==> src/rtl/mips_pkg.sv <==
// Shared types and constants for the multiply/divide unit.
package mips_pkg;

  localparam int MDU_WIDTH = 32;

  typedef enum logic [1:0] {
    MDU_MULT  = 2'b00,
    MDU_MULTU = 2'b01,
    MDU_DIV   = 2'b10,
    MDU_DIVU  = 2'b11
  } mdu_op_t;

  typedef enum logic [1:0] {
    IDLE = 2'b00,
    RUN  = 2'b01,
    FIN  = 2'b10
  } mdu_state_t;

endpackage

==> src/rtl/mdu_step.sv <==
// One radix-2 iteration: shift-add multiply step or restoring-divide step.
// Purely combinational; {acc_hi, acc_lo} is product/multiplier or remainder/dividend-quotient.
module mdu_step
  import mips_pkg::*;
#(
  parameter int WIDTH = MDU_WIDTH
) (
  input  logic             is_div,
  input  logic [WIDTH-1:0] acc_hi,
  input  logic [WIDTH-1:0] acc_lo,
  input  logic [WIDTH-1:0] m,
  output logic [WIDTH-1:0] nxt_hi,
  output logic [WIDTH-1:0] nxt_lo
);

  logic [WIDTH:0]   sum;
  logic [WIDTH:0]   shifted;
  logic [WIDTH-1:0] diff;
  logic             ge;

  always_comb begin
    sum     = {1'b0, acc_hi} + ({1'b0, m} & {(WIDTH+1){acc_lo[0]}});
    shifted = {acc_hi, acc_lo[WIDTH-1]};
    ge      = (shifted >= {1'b0, m});
    // Only consumed when shifted >= m, so the modulo-2^WIDTH difference is exact.
    diff    = shifted[WIDTH-1:0] - m;
    if (is_div) begin
      nxt_hi = ge ? diff : shifted[WIDTH-1:0];
      nxt_lo = {acc_lo[WIDTH-2:0], ge};
    end else begin
      nxt_hi = sum[WIDTH:1];
      nxt_lo = {sum[0], acc_lo[WIDTH-1:1]};
    end
  end

endmodule

==> src/rtl/mult_div_unit.sv <==
// Iterative MULT/MULTU/DIV/DIVU engine with HI/LO; signed ops need MDU_SIGNED_EN.
// Latency: done in cycle WIDTH+1 after start (cycle 1 for divide-by-zero); ready again one cycle later.
// Backpressure: ready=0/busy=1 while an op is in flight; start and HI/LO writes are dropped then.
module mult_div_unit
  import mips_pkg::*;
#(
  parameter int WIDTH = MDU_WIDTH
) (
  input  logic             clk,
  input  logic             rst,
  input  logic             start,
  input  mdu_op_t          op,
  input  logic [WIDTH-1:0] a,
  input  logic [WIDTH-1:0] b,
  input  logic             abort,
  input  logic             hi_we,
  input  logic             lo_we,
  input  logic [WIDTH-1:0] wdata,
  output logic             ready,
  output logic             busy,
  output logic             done,
  output logic             div_by_zero,
  output logic [WIDTH-1:0] hi,
  output logic [WIDTH-1:0] lo
);

  localparam int CW = $clog2(WIDTH);

  mdu_state_t       state, state_nxt;
  logic [CW-1:0]    cnt;
  logic [WIDTH-1:0] acc_hi, acc_lo, m_r;
  logic [WIDTH-1:0] step_hi, step_lo, res_hi, res_lo, mag_a, mag_b;
  logic             is_div_r, dz_r, start_ok, in_div, in_dz, fin_we;

  assign in_div   = (op == MDU_DIV) || (op == MDU_DIVU);
  assign in_dz    = in_div && (b == '0);
  assign start_ok = (state == IDLE) && start && !abort;

`ifdef MDU_SIGNED_EN
  logic                 in_sgn, neg_a, neg_b, neg_a_r, neg_b_r;
  logic [2*WIDTH-1:0]   prod;

  assign in_sgn = (op == MDU_MULT) || (op == MDU_DIV);
  assign neg_a  = in_sgn && a[WIDTH-1];
  assign neg_b  = in_sgn && b[WIDTH-1];
  assign mag_a  = neg_a ? -a : a;
  assign mag_b  = neg_b ? -b : b;

  // Divide-by-zero returns the raw dividend, so its sign flags stay clear.
  always_ff @(posedge clk or posedge rst) begin
    if (rst) begin
      neg_a_r <= 1'b0;
      neg_b_r <= 1'b0;
    end else if (start_ok) begin
      neg_a_r <= neg_a && !in_dz;
      neg_b_r <= neg_b && !in_dz;
    end
  end

  always_comb begin
    prod   = {acc_hi, acc_lo};
    res_hi = acc_hi;
    res_lo = acc_lo;
    if (is_div_r) begin
      if (neg_a_r ^ neg_b_r) res_lo = -acc_lo;
      if (neg_a_r)           res_hi = -acc_hi;
    end else if (neg_a_r ^ neg_b_r) begin
      prod            = -prod;
      {res_hi, res_lo} = prod;
    end
  end
`else
  assign mag_a  = a;
  assign mag_b  = b;
  assign res_hi = acc_hi;
  assign res_lo = acc_lo;
`endif

  mdu_step #(.WIDTH(WIDTH)) u_step (
    .is_div (is_div_r),
    .acc_hi (acc_hi),
    .acc_lo (acc_lo),
    .m      (m_r),
    .nxt_hi (step_hi),
    .nxt_lo (step_lo)
  );

  always_ff @(posedge clk or posedge rst) begin
    if (rst) state <= IDLE;
    else     state <= state_nxt;
  end

  always_comb begin
    state_nxt   = state;
    fin_we      = 1'b0;
    busy        = (state != IDLE);
    ready       = (state == IDLE);
    case (state)
      IDLE: if (start_ok) state_nxt = in_dz ? FIN : RUN;
      RUN: begin
        if (abort)                        state_nxt = IDLE;
        else if (cnt == CW'(WIDTH - 1))   state_nxt = FIN;
      end
      FIN: begin
        state_nxt = IDLE;
        fin_we    = !abort;
      end
      default: state_nxt = IDLE;
    endcase
    done        = fin_we;
    div_by_zero = fin_we && dz_r;
  end

  always_ff @(posedge clk or posedge rst) begin
    if (rst) begin
      cnt      <= '0;
      acc_hi   <= '0;
      acc_lo   <= '0;
      m_r      <= '0;
      is_div_r <= 1'b0;
      dz_r     <= 1'b0;
      hi       <= '0;
      lo       <= '0;
    end else begin
      if (start_ok) begin
        cnt      <= '0;
        is_div_r <= in_div;
        dz_r     <= in_dz;
        if (in_dz) begin
          acc_hi <= a;
          acc_lo <= '1;
        end else if (in_div) begin
          acc_hi <= '0;
          acc_lo <= mag_a;
          m_r    <= mag_b;
        end else begin
          acc_hi <= '0;
          acc_lo <= mag_b;
          m_r    <= mag_a;
        end
      end else if (state == RUN) begin
        cnt    <= cnt + CW'(1);
        acc_hi <= step_hi;
        acc_lo <= step_lo;
      end
      // MTHI/MTLO only land in a quiet IDLE cycle; a same-cycle start wins.
      if (fin_we) begin
        hi <= res_hi;
        lo <= res_lo;
      end else if (state == IDLE && !start) begin
        if (hi_we) hi <= wdata;
        if (lo_we) lo <= wdata;
      end
    end
  end

endmodule

==> config.mk <==
export PLATFORM = sky130hd
export DESIGN_NAME = mult_div_unit
export DESIGN_NICKNAME = d
export VERILOG_FILES = /design/src/rtl/mips_pkg.sv /design/src/rtl/mdu_step.sv /design/src/rtl/mult_div_unit.sv
export SDC_FILE = /design/constraint.sdc
export NUM_CORES = 1
export LEC_CHECK = 0
export ABC_AREA = 1
export BUFFER_PORTS_ARGS = -buffer_cell sky130_fd_sc_hd__buf_2
export CAP_MARGIN = 20
export CORE_MARGIN = 8
export CORE_UTILIZATION = 58
export DETAILED_ROUTE_END_ITERATION = 16
export GPL_ROUTABILITY_DRIVEN = 0
export PLACE_DENSITY_LB_ADDON = 0.05
export SYNTH_ARGS = -nofsm -noshare
export SYNTH_HDL_FRONTEND = slang
export SYNTH_SLANG_ARGS = --single-unit
==> constraint.sdc <==
create_clock -name clk -period 5.33 [get_ports clk]
set_clock_uncertainty 0.05 [all_clocks]
set_input_delay 0.2665 -clock clk [delete_from_list [all_inputs] [get_ports clk]]
set_output_delay 0.2665 -clock clk [all_outputs]
set_load 0.03 [all_outputs]
Word-level counts from Yosys, hierarchy flattened --
Index checks and enable logic that the tools add are counted.
Operators by class: add/subtract/negate cells 3, magnitude comparators 1, equality and inequality tests 7, multiplexer cells 25, bitwise logic cells 2, reduce and logical (&&, ||, !) cells 19
Operators by type and width (number):
- $mux 32 | 17
- $add 32x33->33 | 1
- $and 32x33->33 | 1
- $ge 33x32->1 | 1
- $logic_not 32->1 | 1
- $sub 32x32->32 | 1
- $mux 5 | 2
- $reduce_bool 2->1 | 5
- $mux 2 | 4
- $reduce_and 2->1 | 4
- $eq 2x2->1 const B | 3
- $add 5x1->5 const B | 1
- $eq 5x5->1 const B | 1
- $logic_and 1x1->1 | 5
- $pmux 2 s2 | 1
- $ne 3x3->1 const B | 1
- $eq 2x1->1 const B | 1
- $logic_not 1->1 | 2
- $logic_not 2->1 | 1
- $ne 2x1->1 const B | 1
- $logic_or 1x1->1 | 1
- $mux 1 | 1
- $not 1->1 | 1
Word-level totals: flip-flop bits (word level) 169, bits of input ports 104, output and inout bits 68, word-level logic and storage cells 66

Longest topological paths before layout --
Gate-level depths: netlist (run 1).
word-level depth 6, mapped depth 20, depth with buffers taken out 18

By module --
Synthesis (run 1) repeated with hierarchy kept, for this count alone.
Unflattened totals: cell total of the unflattened synthesis 2288, area total of the unflattened synthesis 14607.8 sq um
Modules (own cells, without submodules):
- mult_div_unit | times used 1, cells an instance 1016, area each 8328.0 sq um, sequential area each 4229.1 sq um
- mdu_step | times used 1, cells an instance 1272, area each 6279.8 sq um, sequential area each 0.0 sq um

Worst setup path after synthesis (run 1) --
Ideal clock, no wire load.
kind flip-flop to flip-flop, from reg acc_lo[0], to reg acc_hi[11], library setup time 113 ps, arrival 2196 ps, data required time 5167 ps, slack 2971 ps, cell stages (with the launch flop) 17, buffers on the path 2, clock period less this slack 2359 ps, path through dfrtp_1 > clkbuf_1 > clkbuf_1 > nand2_1 > inv_1 > ha_1 > a21oi_1 > inv_1 > nor2_1 > nand2_1 > nand2_1 > nand2_1 > or2_2 > a21oi_1 > nand3_1 > nand2_1 > inv_1
Between the ends: longest elaborated chain between the ends 5
Ends and longest elaborated chain:
- start, declared | RTL line mult_div_unit.sv:31 | logic [WIDTH-1:0] acc_hi, acc_lo, m_r;
- start signal, assigned | RTL line mult_div_unit.sv:134 | acc_lo <= mag_a;
- start signal, assigned | RTL line mult_div_unit.sv:138 | acc_lo <= mag_b;
- start signal, assigned | RTL line mult_div_unit.sv:144 | acc_lo <= step_lo;
- $and 32x33->33 | RTL line mdu_step.sv:22 | sum = {1'b0, acc_hi} + ({1'b0, m} & {(WIDTH+1){acc_lo[0]}});
- $add 32x33->33 | RTL line mdu_step.sv:22
- $mux 32 | RTL line mdu_step.sv:27 | if (is_div) begin
- $mux 32 | RTL line mult_div_unit.sv:141 | end else if (state == RUN) begin
- $mux 32 | RTL line mult_div_unit.sv:125 | if (start_ok) begin
- end signal, assigned | RTL line mult_div_unit.sv:143 | acc_hi <= step_hi;
- end, declared | RTL line mult_div_unit.sv:31
Every way passes these cells. The select of a mux whose other input is x is not followed. A chain may end at the register's enable or synchronous reset.

Final worst setup path (run 1) --
from reg state[1], to reg acc_hi[16]
Between the ends: longest elaborated chain between the ends 4, elaborated cells between the ends (all ways) 6, those cells by class eq/ne: 1; mux: 1; reduce/logical: 4
Ends and longest elaborated chain:
- start, declared | RTL line mult_div_unit.sv:29 | mdu_state_t state, state_nxt;
- start signal, assigned | RTL line mult_div_unit.sv:90 | else state <= state_nxt;
- $logic_not 2->1 | RTL line mult_div_unit.sv:37 | assign start_ok = (state == IDLE) && start && !abort;
- $logic_and 1x1->1 (2 in series) | RTL line mult_div_unit.sv:37
- $mux 32 / $reduce_bool 2->1 (equally long branches)
Several ways; a longest one is shown, not always the timed one.

==> results of run 1 <==
worst max path at each step:
stage               from         end  slack (ns)  cells past startpoint
6_report        state[1]  acc_hi[16]        1.92                     10
5_1_grt         state[1]  acc_hi[16]        1.83                     10
4_1_cts        acc_lo[0]  acc_hi[17]        2.08                     17
3_5_place_dp   acc_lo[0]  acc_hi[24]        2.15                     14
3_3_place_gp   acc_lo[0]  acc_hi[11]        2.21                     15
2_1_floorplan        rst   acc_hi[0]        0.44                      1
cell families after synthesis:
family          Yosys count  share of synthesized area
buf+inv                 489                      0.131
simple gates           1230                      0.346
xor+xnor                 15                    0.00908
mux                      16                     0.0111
compound gates          342                      0.151
flops                   169                      0.292
fa+ha+maj                68                     0.0598
registers in the layout, summed over array words and instances (netlist names):
signal / flops
cnt: 5
is_div_r: 1
lo: 32
hi: 32
dz_r: 1
m_r: 32
acc_hi: 32
acc_lo: 32
state: 2
worst min-delay path: cells and delay by family:
| family | cells | cell delay (ns) |
|---|---|---|
| simple gates | 3 | 0.16 |
| buf+inv | 2 | 0.13 |
layout make-up:
type,count,area (um^2),share of cell area
inverters,410,1540,0.0954
repair buffers,188,1010,0.0623
clock inverters,15,178,0.0110
well taps,330,413,0.0255
flip-flops and latches,169,4230,0.261
diodes,3,7.51,0.000464
multi-input cells,1671,8380,0.518
clock buffers,17,425,0.0263
metal layers:
layer  global-route usage  up-vias  share of wire
met3               0.0866      162           0.13
met2                0.533      957           0.43
met1                0.459     7341           0.40
met4                0.151        2          0.045
met5                    0        -        0.00024
li1                     -     7630              -
synth_stat cells, drive strengths merged:
| cell | count |
|---|---|
| nand4 | 36 |
| nor4 | 3 |
| and3 | 1 |
| mux2i | 16 |
| o211ai | 64 |
| nand3b | 8 |
| or2 | 3 |
| a31oi | 2 |
| ha | 66 |
| nor3 | 10 |
| buf | 25 |
| o21bai | 9 |
| xnor2 | 7 |
| clkbuf | 54 |
| o21a | 2 |
| o31ai | 1 |
| a22o | 2 |
| a221oi | 30 |
| xor2 | 8 |
| inv | 408 |
| nand2b | 1 |
| a21o | 2 |
| o21ai | 160 |
| o221ai | 1 |
| o22ai | 2 |
| nor2 | 208 |
| clkinv | 2 |
| a21boi | 1 |
| nand3 | 124 |
| a21oi | 66 |
| dfrtp | 169 |
| nand2 | 833 |
| fa | 2 |
| nor3b | 1 |
| and2 | 2 |
power by group:
part | switching, W | total (W) | internal [W] | leakage, nW
sequential | 0.000637 | 0.00254 | 0.00190 | 2.06
combinational | 0.00581 | 0.00844 | 0.00262 | 6.80
clock | 0.000680 | 0.00131 | 0.000634 | 0.293
metrics by stage:
step                cell area, um^2  utilization  cells  setup slack, ns  hold slack (ns)
global route                  16200        0.652   2802             1.83            0.120
global placement              15500        0.626   2766             2.21            0.412
CTS                           16200        0.651   2799             2.08           0.0983
floorplan                     14500            -   2329            0.438            0.414
finish                        16200        0.652   2803             1.92           0.0964
detailed placement            15500        0.626   2766             2.15            0.419
cells in the final DEF, fill, tap and decap left out, types with 9 or more instances in the layout:
master and count:
o21ai_1 43, nand4_1 36, nand3_1 123, o21bai_1 9, buf_2 170, o211ai_1 64
a21oi_1 66, inv_1 401, dfrtp_1 169, a221oi_2 23, nand2_1 829, buf_4 16
clkbuf_16 17, nor3_1 9, mux2i_1 16, o21ai_0 117, nor2_1 196, ha_1 66
==> results by group, run 1 <==
Worst setup path
  – Crit Path Class: reg -> reg
  – Critical path data arrival time: 3.73 ns
  – Critical Path RT: around 5.7 ns
  – Buf/Inv on CP: 2
  – Critical R2R Capture: acc_hi[16]
  – Crit path max-delay cell type: inv_1
  – Slowest Stage Delay on Critical Path: 0.90 ns
  – Cell breakdown of the critical path: nor2_2 > inv_2 > nor3_4 > nand3_1 > inv_1 > nand2_1 > nand2_1 > nand3b_1 > nor2_1 > nor2_1
  – Reg2Reg Setup Slack: around 1.9 ns
  – Worst-path fanout max: 20
  – Critical Path End Type: flip-flop
  – FF-to-FF Start: state[1]
  – R2R depth: 10
  – Top delay family on crit path: simple AND/OR/NAND/NOR gates
  – CP Launch Type: flip-flop

Layout
  – Fill count: 2424
  – Nets: 2629
  – P&R area growth vs syn: 11.8%
  – Layout cells sized above 1: 0.110

Routing
  – Vias per inst: 5.74
  – DR pass1 iterations: 7
  – Routed WL per cell: 19.2 um
  – DRC: 0
  – Drt total wl: ~54000 um
  – Iter 0 DRT Violations: 2146
  – Post-DRT Antenna Nets: 0
  – Via count: ~16k

Outcome
  – Status: completed

CTS
  – Post-CTS setup buffers: 0
  – Clock Tree Buf Depth: 2
  – CTS Buf Count: 17
  – Clock Tree Root: clkbuf_16
  – CTS H-tree depth: 4
  – CTS tree: built
  – Clk Latency, worst-skew pair: roughly 0.46 ns
  – Num Clock Sinks: between 150 and 200
  – CTS Hold Bufs: 1
  – Reg clk slew, reported paths: approximately 0.090 ns
  – Cts repair resizes: 0

Pwr
  – Maximum VDD drop: 0.000627 V
  – Tot Pwr: between 0.01 and 0.015 W
  – Pleak: 9.15 nW
  – Pwr/cell area: roughly 760 mW/mm^2

Synthesis
  – Gate Count Post-Synth: 2329
  – Post-synthesis sequential area ratio: 0.292
  – Yosys top cell area share: 0.292
  – Synth unique cells: 48
  – Syn nets: 2501
  – Yosys warns: 0
  – Netlist Area Pre-Place: 0.0145 mm^2
  – Top cells by area, synth: dfrtp_1, nand2_1, inv_1
  – Area leader, netlist: dfrtp_1
  – Mapped Avg Cell Area: 6.22 um^2
  – #FFs+latches synth: roughly 170

Placement
  – Final HPWL DP: between 40000 and 50000 um
  – IO Port Bufs: 170

Floorplan
  – Die H: about 170 um
  – Core ar.: 0.0248 mm^2
  – Die area: 0.0303 mm^2
  – Num ports: 172
  – Initial Util: 0.583
  – Die width: 174 um
  – Row count: 58

STA
  – Peak Freq: between 200 and 300 MHz
  – Setup TNS: 0 ns
  – Max_slew headroom: 0.326
  – Final setup fails: 0
  – RSZ-0062 raised after global routing: false
  – Worst-Margin Slew: approximately 1 ns
  – Period utilisation layout: 0.640
  – Fin. Hold Viols: 0
  – Final Critical Period: 3.41 ns
  – Final slew viol count: 0

GRT
  – Gr usage total: 0.348
  – Gr ovfl total: 0
  – Vias in the first global route: ~15k
  – Initial antenna violation count: 3
  – First-pass GRT wire length: 82600 um
  – Largest net degree at the start of global routing: 91

Run
  – Max cap viols: 0

Worst hold path
  – Hold Path Class: in -> reg
  – Hold Path Stages: 5
  – Hold EP: hi[16]
  – Worst hold start: wdata[16]
Power figures use the tool's default switching activity.
==> run 2, diff against run 1 <==
--- a/config.mk
+++ b/config.mk
@@ -9,7 +9,7 @@
 export BUFFER_PORTS_ARGS = -buffer_cell sky130_fd_sc_hd__buf_2
 export CAP_MARGIN = 20
 export CORE_MARGIN = 8
-export CORE_UTILIZATION = 58
+export CORE_UTILIZATION = 55
 export DETAILED_ROUTE_END_ITERATION = 16
 export GPL_ROUTABILITY_DRIVEN = 0
 export PLACE_DENSITY_LB_ADDON = 0.05
==> constraint.sdc (replaced) <==
create_clock -name clk -period 3.05 [get_ports clk]
set_clock_uncertainty 0.05 [all_clocks]
set_input_delay 0.1525 -clock clk [delete_from_list [all_inputs] [get_ports clk]]
set_output_delay 0.1525 -clock clk [all_outputs]
set_load 0.03 [all_outputs]
==> results by group, run 2 (same netlist as run 1, synthesis figures left out) <==
Floorplan
  – Num ports: 172
  – Die area: between 0.03 and 0.04 mm^2
  – Core ar.: 0.0260 mm^2
  – Die width: 178 um
  – Initial Util: 0.557
  – Row count: just under 60
  – Die H: 178 um

STA
  – Worst-Margin Slew: 1.01 ns
  – Setup TNS: 0 ns
  – PnR worst setup slack: 0.230 ns
  – Max_slew headroom: 0.318
  – RSZ-0062 raised after global routing: false
  – Final slew viol count: 0
  – Period utilisation layout: 0.925
  – Fin. Hold Viols: 0
  – Final Critical Period: 2.82 ns
  – Peak Freq: 355 MHz
  – Final setup fails: 0
  – Final hold slack: 0.00475 ns

Layout
  – Most common cell after layout, fill and taps aside: nand2_1
  – Nets: about 2.7k
  – Fin cells: around 2.8k
  – Finished Cell Area: around 0.016 mm^2
  – Most frequent cells in the layout: nand2_1, inv_1, nor2_1, buf_2, dfrtp_1
  – Layout cells sized above 1: 0.116
  – P&R area growth vs syn: 13.9%

CTS
  – Num Clock Sinks: between 150 and 200
  – CTS tree: built
  – CTS Buf Count: 17
  – Clk Latency, worst-skew pair: 0.46 ns
  – Cts repair resizes: 0
  – CTS H-tree depth: 4
  – Reg clk slew, reported paths: 0.09 ns
  – Clock Tree Buf Depth: 2
  – Post-CTS setup buffers: 0
  – Clock Tree Root: clkbuf_16

Placement
  – Pre-CTS setup slack: about 0.34 ns
  – IO Port Bufs: between 150 and 200
  – Inst Count DP: roughly 2.8k
  – Post-DP Area: 0.0158 mm^2
  – Final HPWL DP: 44000 um

Pwr
  – Pleak: just over 9 nW
  – Maximum VDD drop: between 0.0006 and 0.0007 V
  – Pwr/cell area: around 1300 mW/mm^2

GRT
  – First-pass GRT wire length: between 80000 and 90000 um
  – Gr ovfl total: 0
  – Vias in the first global route: 15.0k
  – Met3 usage: 0.0758
  – Most Crowded Layer GR: met2
  – GR Layer Usage met1: 0.474
  – Largest net degree at the start of global routing: 100
  – Gr usage total: 0.351
  – Met2 usage: 0.536
  – Initial antenna violation count: 1

Worst hold path
  – Hold Path Class: in -> reg

Routing
  – Vias per inst: 5.72
  – Drt total wl: 55600 um
  – DR pass1 iterations: 6
  – Post-DRT Antenna Nets: 0
  – DRC: 0
  – Via count: 16.2k
  – Iter 0 DRT Violations: 2151
  – Routed WL per cell: 19.6 um

Worst setup path
  – Critical R2R Capture: acc_hi[13]
  – FF-to-FF Start: m_r[15]
  – Crit Path Class: reg -> reg
  – CP Launch Type: flip-flop
  – R2R depth: 16
  – Critical path data arrival time: 3.15 ns
  – Reg2Reg Setup Slack: roughly 0.23 ns
  – Crit path capture: acc_hi[13]
  – Critical Path End Type: flip-flop
  – Worst-path fanout max: 14
  – Critical Path RT: 3.38 ns
  – Critical Path Source: m_r[15]

Run
  – Max cap viols: 0

Outcome
  – Status: completed
[run 2: cell count changes in the layout (fill, tap and decap cells not counted), moves of 2 or more]
| cell | change |
|---|---|
| buf_12 | +7 |
| buf_4 | +14 |
| clkinv_8 | -2 |
| diode_2 | -2 |
| dlygate4sd3_1 | +9 |
| inv_6 | -3 |
| inv_8 | +2 |
[run 2: how the worst min path moves through the flow]
stage | from | endpoint | slack (ns) | depth (start not counted)
2_1_floorplan | a[0] | m_r[0] | 0.30 | 2
3_3_place_gp | rst | lo[13] | 0.29 | 2
3_5_place_dp | rst | lo[13] | 0.30 | 2
4_1_cts | a[8] | m_r[8] | 0.002 | 3
5_1_grt | wdata[13] | lo[13] | 0.03 | 5
6_report | wdata[6] | lo[6] | 0.005 | 5
[run 2: metrics by stage]
stage | utilization | power [W]
floorplan | - | 0.0146
global placement | 0.608 | 0.0187
detailed placement | 0.608 | 0.0190
CTS | 0.635 | 0.0214
global route | 0.635 | 0.0236
finish | 0.635 | 0.0219
[run 2: repair_timing]
| item | CTS | global route |
|---|---|---|
| hold buffers | 10 | 0 |
| setup endpoints to repair | 0 | 0 |
| endpoints found under the hold margin | 41 | 0 |
[run 2: cell type report]
class                      count  area (um^2)
tap                          335          419
inverter                     410         1540
timing repair buffer         217         1320
sequential                   169         4230
antenna                        1         2.50
clock inverter                15          175
fill                        2545         9490
clock buffer                  17          425
multi-input combinational   1671         8380
[run 2: metal layers]
layer,part of all wire,vias up
met5,0,-
met4,0.046,0
met3,0.12,157
met2,0.43,1004
met1,0.40,7368
li1,-,7678
[run 2: worst max-delay path, stage by stage, from the launching register on]
cell and delay [ns]:
dfrtp_1 0.47, inv_1 0.08, ha_1 0.36, nand2_1 0.12
nor2_1 0.23, nand2_1 0.14, nor2_1 0.20, nand2_1 0.09
nor2_2 0.13, nor2_4 0.13, nand2_8 0.16, nand2_4 0.13
inv_2 0.20, nand2_1 0.08, nand3_1 0.10, nand2_1 0.05
inv_1 0.05
[run 2: power breakdown]
part	leakage [nW]	internal [W]	total, W	switching, W
Combinational	6.96	0.00481	0.0154	0.0106
Clock	0.294	0.00111	0.00229	0.00118
Sequential	2.06	0.00333	0.00422	0.000892
